## config.mk

```make
export PLATFORM = sky130hd
export DESIGN_NAME = avg_sram_reader
export DESIGN_NICKNAME = d
export VERILOG_FILES = /design/src/rtl/avg_pkg.sv /design/src/rtl/avg_skid_fifo.sv /design/src/rtl/avg_sram_reader.sv
export SDC_FILE = /design/constraint.sdc
export NUM_CORES = 1
export LEC_CHECK = 0
export ABC_AREA = 1
export CAP_MARGIN = 20
export CORE_MARGIN = 2
export CORE_UTILIZATION = 25
export CTS_BUF_LIST = sky130_fd_sc_hd__clkbuf_8
export CTS_CLUSTER_DIAMETER = 120
export DETAILED_ROUTE_END_ITERATION = 8
export GPL_TIMING_DRIVEN = 0
export PLACE_DENSITY_LB_ADDON = 0.2
export SYNTH_ARGS = -nofsm -noshare
export SYNTH_HDL_FRONTEND = slang
export SYNTH_HIERARCHICAL = 1
export SYNTH_SLANG_ARGS = --single-unit
```

## constraint.sdc

```tcl
create_clock -name i_50M_clk -period 2.7 [get_ports i_50M_clk]
set_clock_uncertainty 0.05 [all_clocks]
set_input_delay 0.81 -clock i_50M_clk [delete_from_list [all_inputs] [get_ports i_50M_clk]]
set_output_delay 0.81 -clock i_50M_clk [all_outputs]
set_load 0.01 [all_outputs]
```

## src/rtl/avg_pkg.sv

```systemverilog
// Shared types and default geometry for the averaged-frame SRAM reader.
package avg_pkg;
  localparam int DEF_COLS   = 640;
  localparam int DEF_ROWS   = 480;
  localparam int DEF_ADDR_W = 20;
  localparam int DATA_W     = 16;

  typedef enum logic [1:0] {
    S_IDLE  = 2'd0,
    S_READ  = 2'd1,
    S_DRAIN = 2'd2
  } state_t;
endpackage

```

## src/rtl/avg_skid_fifo.sv

```systemverilog
// Two-entry FIFO holding pixel payloads between the SRAM read pipe and the
// valid/ready output; entry "head" is always the oldest word.
module avg_skid_fifo #(
  parameter int W = 16
) (
  input  logic         clk,
  input  logic         rst_n,
  input  logic         flush,
  input  logic         push,
  input  logic [W-1:0] din,
  input  logic         pop,
  output logic [W-1:0] head,
  output logic [1:0]   count
);
  logic [W-1:0] tail;

  always_ff @(posedge clk) begin
    if (!rst_n) begin
      head  <= '0;
      tail  <= '0;
      count <= '0;
    end else if (flush) begin
      count <= '0;
    end else if (pop && count != 2'd0) begin
      if (push) begin
        if (count == 2'd2) begin
          head <= tail;
          tail <= din;
        end else begin
          head <= din;
        end
      end else begin
        head  <= tail;
        count <= count - 2'd1;
      end
    end else if (push && count != 2'd2) begin
      if (count == 2'd0) head <= din;
      else               tail <= din;
      count <= count + 2'd1;
    end
  end
endmodule

```

## src/rtl/avg_sram_reader.sv

```systemverilog
// Scans one frame of averaged words out of SRAM (py inner, px outer) and streams
// them over valid/ready. Build option AVG_READER_MASK_EN adds i_thresh/o_mask.
//
// state   | meaning
// S_IDLE  | waiting for i_start
// S_READ  | issuing reads, throttled so FIFO + in-flight never exceeds 2
// S_DRAIN | all reads issued, waiting for the last pixel handshake
module avg_sram_reader
  import avg_pkg::*;
#(
  parameter int COLS   = DEF_COLS,
  parameter int ROWS   = DEF_ROWS,
  parameter int ADDR_W = DEF_ADDR_W,
  localparam int PX_W  = $clog2(COLS),
  localparam int PY_W  = $clog2(ROWS)
) (
  input  logic              i_50M_clk,
  input  logic              i_rst_n,
  input  logic              i_start,
  input  logic              i_stop,
  input  logic [DATA_W-1:0] i_sram_data_read,
  output logic [ADDR_W-1:0] o_SRAM_addr,
  output logic              o_sram_rd,
  output logic              o_valid,
  input  logic              i_ready,
  output logic [DATA_W-1:0] o_data,
  output logic [PX_W-1:0]   o_px,
  output logic [PY_W-1:0]   o_py,
  output logic              o_busy,
  output logic              o_frame_done
`ifdef AVG_READER_MASK_EN
  ,
  input  logic [DATA_W-1:0] i_thresh,
  output logic              o_mask
`endif
);
  localparam logic [PX_W-1:0] PX_LAST = PX_W'(COLS - 1);
  localparam logic [PY_W-1:0] PY_LAST = PY_W'(ROWS - 1);
`ifdef AVG_READER_MASK_EN
  localparam int PL_W = DATA_W + PX_W + PY_W + 1;
`else
  localparam int PL_W = DATA_W + PX_W + PY_W;
`endif

  state_t            state;
  logic [PX_W-1:0]   px_q, rd_px;
  logic [PY_W-1:0]   py_q, rd_py;
  logic [1:0]        fifo_count;
  logic [2:0]        count_after;
  logic              handshake, can_issue, head_last;
  logic [ADDR_W-1:0] addr_calc;
  logic [PL_W-1:0]   push_word, head_word;

  // The word arriving this cycle belongs to the read issued last cycle.
`ifdef AVG_READER_MASK_EN
  assign push_word = {i_sram_data_read > i_thresh, rd_px, rd_py, i_sram_data_read};
  assign {o_mask, o_px, o_py, o_data} = head_word;
`else
  assign push_word = {rd_px, rd_py, i_sram_data_read};
  assign {o_px, o_py, o_data} = head_word;
`endif

  avg_skid_fifo #(.W(PL_W)) u_fifo (
    .clk   (i_50M_clk),
    .rst_n (i_rst_n),
    .flush (i_stop),
    .push  (o_sram_rd),
    .din   (push_word),
    .pop   (handshake),
    .head  (head_word),
    .count (fifo_count)
  );

  assign o_valid   = (fifo_count != 2'd0);
  assign handshake = o_valid && i_ready;
  assign o_busy    = (state != S_IDLE);
  assign head_last = (o_px == PX_LAST) && (o_py == PY_LAST);

  // Occupancy after this edge; a new read is allowed if it leaves room for its data.
  assign count_after = 3'(fifo_count) + 3'(o_sram_rd) - 3'(handshake);
  assign can_issue   = (count_after < 3'd2);
  assign addr_calc   = ADDR_W'(COLS) * ADDR_W'(px_q) + ADDR_W'(py_q);

  assign o_frame_done = i_rst_n && !i_stop && (state == S_DRAIN) && handshake && head_last;

  always_ff @(posedge i_50M_clk) begin
    if (!i_rst_n) begin
      state       <= S_IDLE;
      px_q        <= '0;
      py_q        <= '0;
      rd_px       <= '0;
      rd_py       <= '0;
      o_sram_rd   <= 1'b0;
      o_SRAM_addr <= '0;
    end else if (i_stop) begin
      state       <= S_IDLE;
      px_q        <= '0;
      py_q        <= '0;
      o_sram_rd   <= 1'b0;
      o_SRAM_addr <= '0;
    end else begin
      o_sram_rd   <= 1'b0;
      o_SRAM_addr <= '0;
      case (state)
        S_IDLE: begin
          if (i_start) begin
            px_q  <= '0;
            py_q  <= '0;
            state <= S_READ;
          end
        end
        S_READ: begin
          if (can_issue) begin
            o_sram_rd   <= 1'b1;
            o_SRAM_addr <= addr_calc;
            rd_px       <= px_q;
            rd_py       <= py_q;
            if (py_q == PY_LAST) begin
              py_q <= '0;
              px_q <= px_q + PX_W'(1);
            end else begin
              py_q <= py_q + PY_W'(1);
            end
            if (px_q == PX_LAST && py_q == PY_LAST) state <= S_DRAIN;
          end
        end
        S_DRAIN: begin
          if (handshake && head_last) state <= S_IDLE;
        end
        default: state <= S_IDLE;
      endcase
    end
  end
endmodule

```

==> impl_metrics.toml, run 1 <==
[timing]
hold_viol = 0
final.min_clock_period_ps = 2630
slew_headroom = 0.655
worst-slew-pin-transition_ps = 517
max_clock_freq_mhz = 380
worst_hold_slack_ps = 438
timing.final.max_slew_violations = 0
fin_setup_tns_ps = 0
final_report_setup_violation_count = 0
rsz_0062_raised_after_global_routing = "yes"
fin_crit_sh = 0.974

[die]
dieHeight_um = 175
die_width_um = 175
die-area_um2 = 30500
floorplan.io_pins = 80
num_rows = 62
initial_utilization = 0.253
placeableCoreArea_um2 = 28700

[final_layout]
most-common-layout-cells = "sky130_fd_sc_hd__nand2_1, sky130_fd_sc_hd__inv_1, sky130_fd_sc_hd__nor2_1"
fin_nets = 1275
antenna-diode-count = 0
flow.area_growth_from_synthesis_pct = 24.4
fraction_of_final_layout_cells_with_drive_strength_greater_than_1 = 0.117
layout.cells.most_common = "sky130_fd_sc_hd__nand2_1"
stdcell_area_um2 = 9050
stdcell_count = 1627

[synth]
postSynthNetCount = 1170
synthesized_netlist_cell_count = 1125
ys_seq_area_frac = 0.366
synth_area_per_cell_um2 = 6.47
synth_seq_cells = 133
syn-cell-area_um2 = 7270
ys.warnings.count = 6
synth.distinct_cells = 39

[power_and_ir_drop]
total_power_mw = 3.91
power.static_leakage_nw = 4.02
vdd.ir_drop.worst_mv = 0.271
pwr_density_cell_nw_per_um2 = 432

[routing]
drtIter0Drc = 340
antenna_violating_nets_post_route = 0
routed_wire_length_per_instance_um = 12.1
dr.pass1.iters = 4
routed_wirelength_mm = 19.8
dr_total_vias = 6561
detail_route.vias_per_cell = 4.03
drc_errors = 0

[grt]
grt_use_total = 0.132
grt_pass1_wl_mm = 32.3
maximum_number_of_pins_on_one_net_before_global_route_repair = 17
grt_antenna_before_repair = 0
grt_pass1_vias = 6244
congestion_overflow_gr = 0

[placement]
portBuffers = 79
place_inst = 1588
detailed_place.area_um2 = 8550
gp_congestion = 0.794
hpwl_mm = 14.2

[clock_tree]
cts_hold_repair.buffers = 0
ctsRootBufferMaster = "sky130_fd_sc_hd__clkbuf_8"
cts-buffers-inserted = 17
clock_latency_on_the_worst_skew_pair_ps = 460
clock_tree.htree_level_count = 4
cts_buffer_depth = 2
clock_tree_from_tritoncts = "yes"
clk_pin_slew_worst_paths_ps = 80
cts.sink_count = 133

[critical_path]
worst_path_max_delay_cell = "sky130_fd_sc_hd__clkdlybuf4s15_1"
setup.worst_path.end_class = "output pin"
max_stage_delay_ps = 230
setup.worst_path.start_class = "primary input"
critical_path_class = "primary input to output pin"
timing.critical_path.fanout_max = 3
worst-endpoint-arrival_ps = 1770
crit_buf_inv = 2
path_delay_family = "simple AND/OR/NAND/NOR gates"
critPathRequiredTime_ps = 1840
crit_path_cell_trace = "clkdlybuf4s15_1 > o21a_4 > nand4_1 > nor2_2 > buf_2"

[hold_path]
holdCritPathClass = "flip-flop to flip-flop"

[flow_run]
cap_viol_max_count = 0

[run_status]
status = "complete, no violations"
==> cell families after synthesis <==
kind of cell | Yosys count | share of synthesized area
flip-flops | 133 | 0.366
AO/OA/AOI/OAI | 66 | 0.0530
XOR/XNOR | 7 | 0.00843
buffers and inverters | 271 | 0.159
adder cells (fa/ha/maj) | 24 | 0.0444
AND/OR/NAND/NOR | 624 | 0.369
==> registers in the layout (all words and copies together) (netlist names) <==
name / count
o_sram_rd: 1
u_fifo/count: 2
u_fifo/head: 35
u_fifo/tail: 35
rd_px: 10
py_q: 9
rd_py: 9
state: 2
o_SRAM_addr: 20
px_q: 10
==> Yosys cell counts, drive strengths merged <==
library cell	count	area, um2
nand4	50	319
nand3b	1	7.51
a21oi	26	138
o21a	2	15.0
dfxtp	133	2660
or2	1	6.26
o22ai	15	93.8
nor3	5	25.0
a211oi	2	20.0
inv	231	867
ha	21	263
nand2	350	1350
o21ai	20	111
nor3b	2	20.0
clkbuf	9	33.8
xor2	7	61.3
fa	3	60.1
nand3	38	220
o31ai	1	7.51
nor4	3	18.8
buf	31	256
nor2	174	722
==> worst register-to-register path, delay by kind of cell, from the launching register on <==
kind	cells	cell delay, ps
AND/OR/NAND/NOR	8	940
flip-flops	1	360
buffers and inverters	1	80
adder cells (fa/ha/maj)	3	950
==> layout make-up <==
| class | instances | area, um2 |
|---|---|---|
| Fill cell | 3245 | 19700 |
| Multi-Input combinational cell | 721 | 3510 |
| Sequential cell | 133 | 2690 |
| Inverter | 231 | 867 |
| Timing Repair Buffer | 86 | 833 |
| Tap cell | 384 | 480 |
| Buffer | 40 | 292 |
| Clock buffer | 17 | 234 |
| Clock inverter | 15 | 148 |
==> repair_timing <==
item                       in CTS  in global routing
resized for setup              21                 24
setup endpoints to repair      62                 38
gates cloned                    0                  1
buffers inserted                2                  4
pin swaps                       4                  6
==> path summary, 6_finish.rpt <==
path | from | to | slack, ps | depth (start not counted)
worst max register to register | px_q[1] | o_SRAM_addr[18] | 220 | 12
worst min-delay path | rd_py[3] | rd_py[3] | 440 | 2
worst max-delay path | i_ready | o_frame_done | 70 | 5
worst min register to register | rd_py[3] | rd_py[3] | 440 | 2
==> through the flow <==
step | utilization | setup WS (ps)
after detailed placement | 0.298 | -788
after global placement | 0.298 | -762
after floorplan | - | 33.6
final | 0.315 | 69.3
after CTS | 0.313 | 6.80
after global routing | 0.315 | -14.5
==> metal layers <==
layer  vias to the layer above  wire [um]  global-route usage
met3                        10        672              0.0292
li1                       3609          -                   -
met1                      2836      10300               0.188
met5                         -          0                   0
met2                       106       8620               0.204
met4                         0        144              0.0309
==> where the power goes <==
group,internal [mW],total (mW),switching (mW)
clock,0.749,1.68,0.930
combinational,0.103,0.255,0.152
sequential,1.97,1.98,0.0117
total,2.82,3.91,1.09
Power figures use the tool's default switching activity.
==> run 2, diff against run 1 <==
--- a/config.mk
+++ b/config.mk
@@ -14,6 +14,7 @@
 export DETAILED_ROUTE_END_ITERATION = 8
 export GPL_TIMING_DRIVEN = 0
 export PLACE_DENSITY_LB_ADDON = 0.2
+export RECOVER_POWER = 25
 export SYNTH_ARGS = -nofsm -noshare
 export SYNTH_HDL_FRONTEND = slang
 export SYNTH_HIERARCHICAL = 1
==> run 2 against run 1 <==
- sequential power hardly changed
- register-to-register slack about the same
- non-clock buffer count unchanged
- sequential cell count is the same
- clock-buffer cell count did not move
- clock power is essentially flat
- highest routed layer unchanged
==> impl_metrics.toml, run 2 (synthesized netlist as in run 1, its figures left out) <==
[run_status]
status = "complete, no violations"

[power_and_ir_drop]
power.static_leakage_nw = 4.01
vdd.ir_drop.worst_mv = 0.270
total_power_mw = 3.91
pwr_density_cell_nw_per_um2 = 435

[final_layout]
most-common-layout-cells = "sky130_fd_sc_hd__nand2_1, sky130_fd_sc_hd__inv_1, sky130_fd_sc_hd__nor2_1"
layout.cells.most_common = "sky130_fd_sc_hd__nand2_1"
layout_top_registers = "u_fifo/head x35, u_fifo/tail x35, o_SRAM_addr x20"
antenna-diode-count = 0
stdcell_area_um2 = 9000
fin_nets = 1275
flow.area_growth_from_synthesis_pct = 23.7
fraction_of_final_layout_cells_with_drive_strength_greater_than_1 = 0.109
layout.filler_cells = 3257
stdcell_count = 1627

[routing]
antenna_violating_nets_post_route = 0
detail_route.vias_per_cell = 4.02
drtIter0Drc = 326
dr.pass1.iters = 5
routed_wire_length_per_instance_um = 12.1
drc_errors = 0
routed_wirelength_mm = 19.8
dr_total_vias = 6545

[die]
die-area_um2 = 30500
floorplan.io_pins = 80
die_width_um = 175
initial_utilization = 0.253
dieHeight_um = 175
placeableCoreArea_um2 = 28700
num_rows = 62

[grt]
congestion_overflow_gr = 0
maximum_number_of_pins_on_one_net_before_global_route_repair = 17
met3_usage = 0.0292
grt_pass1_wl_mm = 32.3
grt_use_total = 0.132
gr-max-usage-layer = "met2"
grt_use_met1 = 0.188
grt_antenna_before_repair = 0
grt_pass1_vias = 6244
met2_usage = 0.204

[clock_tree]
cts_buffer_depth = 2
clock_tree.htree_level_count = 4
cts.sink_count = 133
clk_pin_slew_worst_paths_ps = 90
clock_latency_on_the_worst_skew_pair_ps = 460
clock_tree_from_tritoncts = "yes"
ctsRootBufferMaster = "sky130_fd_sc_hd__clkbuf_8"
cts_hold_repair.buffers = 0
cts-buffers-inserted = 17

[timing]
max_clock_freq_mhz = 379
fin_crit_sh = 0.977
final_report_setup_violation_count = 0
rsz_0062_raised_after_global_routing = "yes"
slew_headroom = 0.646
final.min_clock_period_ps = 2640
worst-slew-pin-transition_ps = 531
timing.final.max_slew_violations = 0
hold_viol = 0

[critical_path]
worst_path_max_delay_cell = "sky130_fd_sc_hd__clkdlybuf4s15_1"
crit_buf_inv = 2
critical_path_class = "primary input to output pin"
timing.critical_path.fanout_max = 3
path_delay_family = "simple AND/OR/NAND/NOR gates"
crit_path_cell_trace = "clkdlybuf4s15_1 > o21a_4 > nand4_1 > nor2_2 > buf_2"
max_stage_delay_ps = 230
setup.worst_path.start_class = "primary input"
critPathRequiredTime_ps = 1840
worst-endpoint-arrival_ps = 1780
setup.worst_path.end_class = "output pin"

[placement]
gp_congestion = 0.794
place_inst = 1588
detailed_place.area_um2 = 8550
hpwl_mm = 14.2
portBuffers = 79

[hold_path]
holdCritPathClass = "flip-flop to flip-flop"

[flow_run]
cap_viol_max_count = 0
[run 2: metrics by stage]
stage	hold WS [ps]	util	setup WS, ps	setup TNS [ps]
after floorplan	404	-	33.6	0
after global placement	430	0.298	-762	-38940
after detailed placement	428	0.298	-788	-41060
after CTS	443	0.313	6.80	0
after global routing	468	0.314	-14.5	-40.4
final	439	0.314	63.1	0
[run 2: layout make-up]
class                   count  area, um2  area share
clock buffers              17        234      0.0260
plain buffers              40        280      0.0311
flip-flops and latches    133       2690       0.299
repair buffers             86        830      0.0922
well taps                 384        480      0.0534
clock inverters            15        148      0.0164
multi-input cells         721       3470       0.386
inverters                 231        867      0.0964
[run 2: worst min-delay path: stages, from the launching register on]
cell and delay (ps):
sky130_fd_sc_hd__dfxtp_1 330, sky130_fd_sc_hd__inv_1 50, sky130_fd_sc_hd__o21ai_0 70
[run 2: path summary, 6_finish.rpt]
path,from,end,slack [ps],cells after the start
worst min register to register,rd_px[3],rd_px[3],440,2
worst min-delay path,rd_px[3],rd_px[3],440,2
worst max register to register,px_q[1],o_SRAM_addr[18],220,12
worst max-delay path,i_ready,o_frame_done,60,5
[run 2: what timing repair did]
item                                    in CTS  in global routing
pin swaps                                    4                  6
cloned                                       0                  1
endpoints found under the setup margin      62                 38
buffers inserted                             2                  4
resized for setup                           21                 24
[run 2: per-layer routing]
metal | part of all wire | wire (um)
met1 | 0.53 | 10400
met2 | 0.44 | 8620
met3 | 0.030 | 593
met4 | 0.0066 | 130
met5 | 0 | 0
[run 2: report_power, final]
part           internal (mW)  total [mW]  switching [mW]
clock                  0.749        1.68           0.929
sequential              1.97        1.98          0.0117
combinational          0.102       0.253           0.151
total                   2.82        3.91            1.09
==> run 3, diff against run 2 <==
--- a/config.mk
+++ b/config.mk
@@ -5,7 +5,6 @@
 export SDC_FILE = /design/constraint.sdc
 export NUM_CORES = 1
 export LEC_CHECK = 0
-export ABC_AREA = 1
 export CAP_MARGIN = 20
 export CORE_MARGIN = 2
 export CORE_UTILIZATION = 25
==> run 3 against run 2 <==
- clock-buffer cell count up 1
- largest power group unchanged
- highest routed layer unchanged
- global-route usage down 0.15 points
- the flow now finishes with violations (setup timing)
- via count down 15%
- sequential cell count unchanged
==> impl_metrics.toml, run 3 <==
[power_and_ir_drop]
power.static_leakage_nw = 2.97
internal_power_mw = 2.92
seq_power_share = 0.506
p_sw_mw = 0.986
pwr_density_cell_nw_per_um2 = 438
clkPwrFrac = 0.429
swShare = 0.253
vdd.ir_drop.worst_mv = 0.215
comb_power_share = 0.065
total_power_mw = 3.90

[critical_path]
timing.critical_path.fanout_max = 6
crit_buf_inv = 2
worst_path_max_delay_cell = "sky130_fd_sc_hd__dlygate4sd2_1"
crit_path_cell_trace = "dlygate4sd2_1 > nand2b_4 > nor4_4 > buf_2"
reg2reg_depth = 14
worst-endpoint-arrival_ps = 1880
reg2reg_slack_ps = 60
setup.worst_path.start = "i_stop"
timing.rr.end = "px_q[0]"
setup.worst_path.end_class = "output pin"
critPathCapture = "o_frame_done"
critPathRequiredTime_ps = 1840
critical_path_class = "primary input to output pin"
worstReg2RegStart = "u_fifo/count[0]"
setup.worst_path.start_class = "primary input"
max_stage_delay_ps = 360
stages_on_the_worst_setup_path = 4
path_delay_family = "buffers and inverters"

[placement]
hpwl_mm = 13.2
portBuffers = 79
gp_congestion = 0.756

[synth]
main_synth_ff_type = "sky130_fd_sc_hd__dfxtp_1"
ys.warnings.count = 6
synth_area_per_cell_um2 = 9.37
synth.top_cell.area_share = 0.391
synth.distinct_cells = 67
asyncSetResetFlopFracSynth = 0
synth_seq_cells = 133
synth_enable_flop_cells = 0
synthesized_netlist_cell_count = 727
ys_top_cells_by_area = "sky130_fd_sc_hd__dfxtp_1, sky130_fd_sc_hd__mux2i_1, sky130_fd_sc_hd__a311oi_2"
postSynthNetCount = 772
synth_top_cell_by_area = "sky130_fd_sc_hd__dfxtp_1"
yosys.cell_count.top_type = "sky130_fd_sc_hd__dfxtp_1"
syn-cell-area_um2 = 6820
ys_seq_area_frac = 0.391
synth_commonest_cells = "sky130_fd_sc_hd__dfxtp_1, sky130_fd_sc_hd__nand2_1, sky130_fd_sc_hd__mux2i_1, sky130_fd_sc_hd__nor2_1"

[final_layout]
fraction_of_final_layout_cells_with_drive_strength_greater_than_1 = 0.218
flow.area_growth_from_synthesis_pct = 30.7
layout_top_registers = "u_fifo/head x35, u_fifo/tail x35, o_SRAM_addr x20"
fin_util = 0.331
layout.cells.most_common = "sky130_fd_sc_hd__dfxtp_1"
layout.filler_cells = 2786
fin_nets = 892
antenna-diode-count = 0
multiInputGateArea_um2 = 3980
most-common-layout-cells = "sky130_fd_sc_hd__dfxtp_1, sky130_fd_sc_hd__nand2_1, sky130_fd_sc_hd__clkdlybuf4s50_1"
seq_area_um2 = 2690

[grt]
met3_usage = 0.0250
grt_pass1_vias = 5431
grt_antenna_before_repair = 0
met2_usage = 0.208
gr-max-usage-layer = "met2"
congestion_overflow_gr = 0
maximum_number_of_pins_on_one_net_before_global_route_repair = 17
grt_use_total = 0.131
grt_use_met1 = 0.179
grt_pass1_wl_mm = 29.7

[clock_tree]
clock_tree_from_tritoncts = "yes"
clk_pin_slew_worst_paths_ps = 90
ctsRootBufferMaster = "sky130_fd_sc_hd__clkbuf_8"
clock_tree.htree_level_count = 4
cts.sink_count = 133
cts-buffers-inserted = 17
cts_buffer_depth = 2
clock_latency_on_the_worst_skew_pair_ps = 460

[timing]
rsz_0062_raised_after_global_routing = "yes"
hold_viol = 0
worst_slack_ps = -41.5
fin_crit_sh = 1.02
max_clock_freq_mhz = 365
final_report_setup_violation_count = 1
slew_headroom = 0.526
timing.final.max_slew_violations = 0
final.min_clock_period_ps = 2740
worst-slew-pin-transition_ps = 708

[routing]
drc_errors = 0
antenna_violating_nets_post_route = 0
detail_route.vias_per_cell = 4.63
drtIter0Drc = 245
routed_wirelength_mm = 18.1
dr_total_vias = 5549
dr.pass1.iters = 4
routed_wire_length_per_instance_um = 15.1

[die]
die-area_um2 = 28600
initial_utilization = 0.254
num_rows = 60
die_width_um = 169
floorplan.io_pins = 80
dieHeight_um = 169
placeableCoreArea_um2 = 26900

[hold_path]
worst_hold_path.num_cells = 2
holdCritPathClass = "flip-flop to flip-flop"

[flow_run]
cap_viol_max_count = 0

[run_status]
status = "finished, violations left"
failed_checks = "setup timing"
run 3: cell types whose count changed after synthesis, moves of 14 or more:
cell and delta:
sky130_fd_sc_hd__nand2_1 -254, sky130_fd_sc_hd__inv_1 -202, sky130_fd_sc_hd__nor2_1 -121, sky130_fd_sc_hd__mux2i_1 +54, sky130_fd_sc_hd__nand4_1 -42, sky130_fd_sc_hd__a211oi_1 +38
sky130_fd_sc_hd__a311oi_2 +30, sky130_fd_sc_hd__nor2b_1 +28, sky130_fd_sc_hd__o21ai_0 +24, sky130_fd_sc_hd__clkbuf_1 +16, sky130_fd_sc_hd__o22ai_1 -14
run 3: power groups by stage:
stage	Combinational, mW	Clock (mW)	Sequential, mW
final	0.253	1.68	1.98
after global routing	0.275	1.83	1.98
after CTS	0.248	1.74	1.98
after detailed placement	0.232	0	2.02
after global placement	0.233	0	2.02
after floorplan	0.136	0	2.03
run 3: cells by family (layout without fill, tap and decap cells):
group,count (synthesis),in the layout,share of synthesized area
simple gates,260,260,0.193
compound gates,151,151,0.189
flops,133,133,0.391
buf+inv,76,207,0.0632
mux,55,55,0.0810
xor+xnor,28,28,0.0360
fa+ha+maj,24,24,0.0474
run 3: per-stage QoR:
step / TNS, ps / hold slack, ps / area, um2 / instances / setup WS [ps]
2_1_floorplan: -975 / 385 / 6910 / 727 / -78.8
3_3_place_gp: -52300 / 394 / 8130 / 1147 / -1090
3_5_place_dp: -51970 / 397 / 8130 / 1147 / -1120
4_1_cts: -276 / 410 / 8740 / 1189 / -209
5_1_grt: -722 / 427 / 8910 / 1199 / -114
6_report: -41.5 / 411 / 8910 / 1199 / -41.5
run 3: final cells by class:
cell class              instances  area share
inverters                      17     0.00772
repair buffers                103       0.111
clock buffers                  18      0.0278
multi-input cells             518       0.447
flip-flops and latches        133       0.302
well taps                     341      0.0479
plain buffers                  57      0.0426
clock inverters                12      0.0149
run 3: metal layers:
metal	vias up	wire length, um
met5	-	0
met4	0	200
met3	14	801
met2	114	8130
met1	2567	9020
li1	2854	-
run 3: worst min-delay path: stages, from the launching register on:
cell and delay, ps:
sky130_fd_sc_hd__dfxtp_1 320, sky130_fd_sc_hd__nand2_1 50, sky130_fd_sc_hd__mux2i_1 50
run 3: worst min-delay path by stage:
stage / end / start
after detailed placement: u_fifo/tail[17] / u_fifo/tail[17]
after CTS: u_fifo/tail[6] / u_fifo/tail[6]
after global routing: u_fifo/tail[23] / u_fifo/tail[23]
after floorplan: u_fifo/tail[0] / u_fifo/tail[0]
after global placement: u_fifo/tail[12] / u_fifo/tail[12]
final: u_fifo/tail[8] / u_fifo/tail[8]
run 3: what timing repair did:
action                                  4_1_cts  5_1_grt
pin swaps                                    13       16
endpoints found under the setup margin       62       26
buffers inserted                             13       11
resized for setup                            46       35
cloned                                        2        0
hold buffers                                  0        0
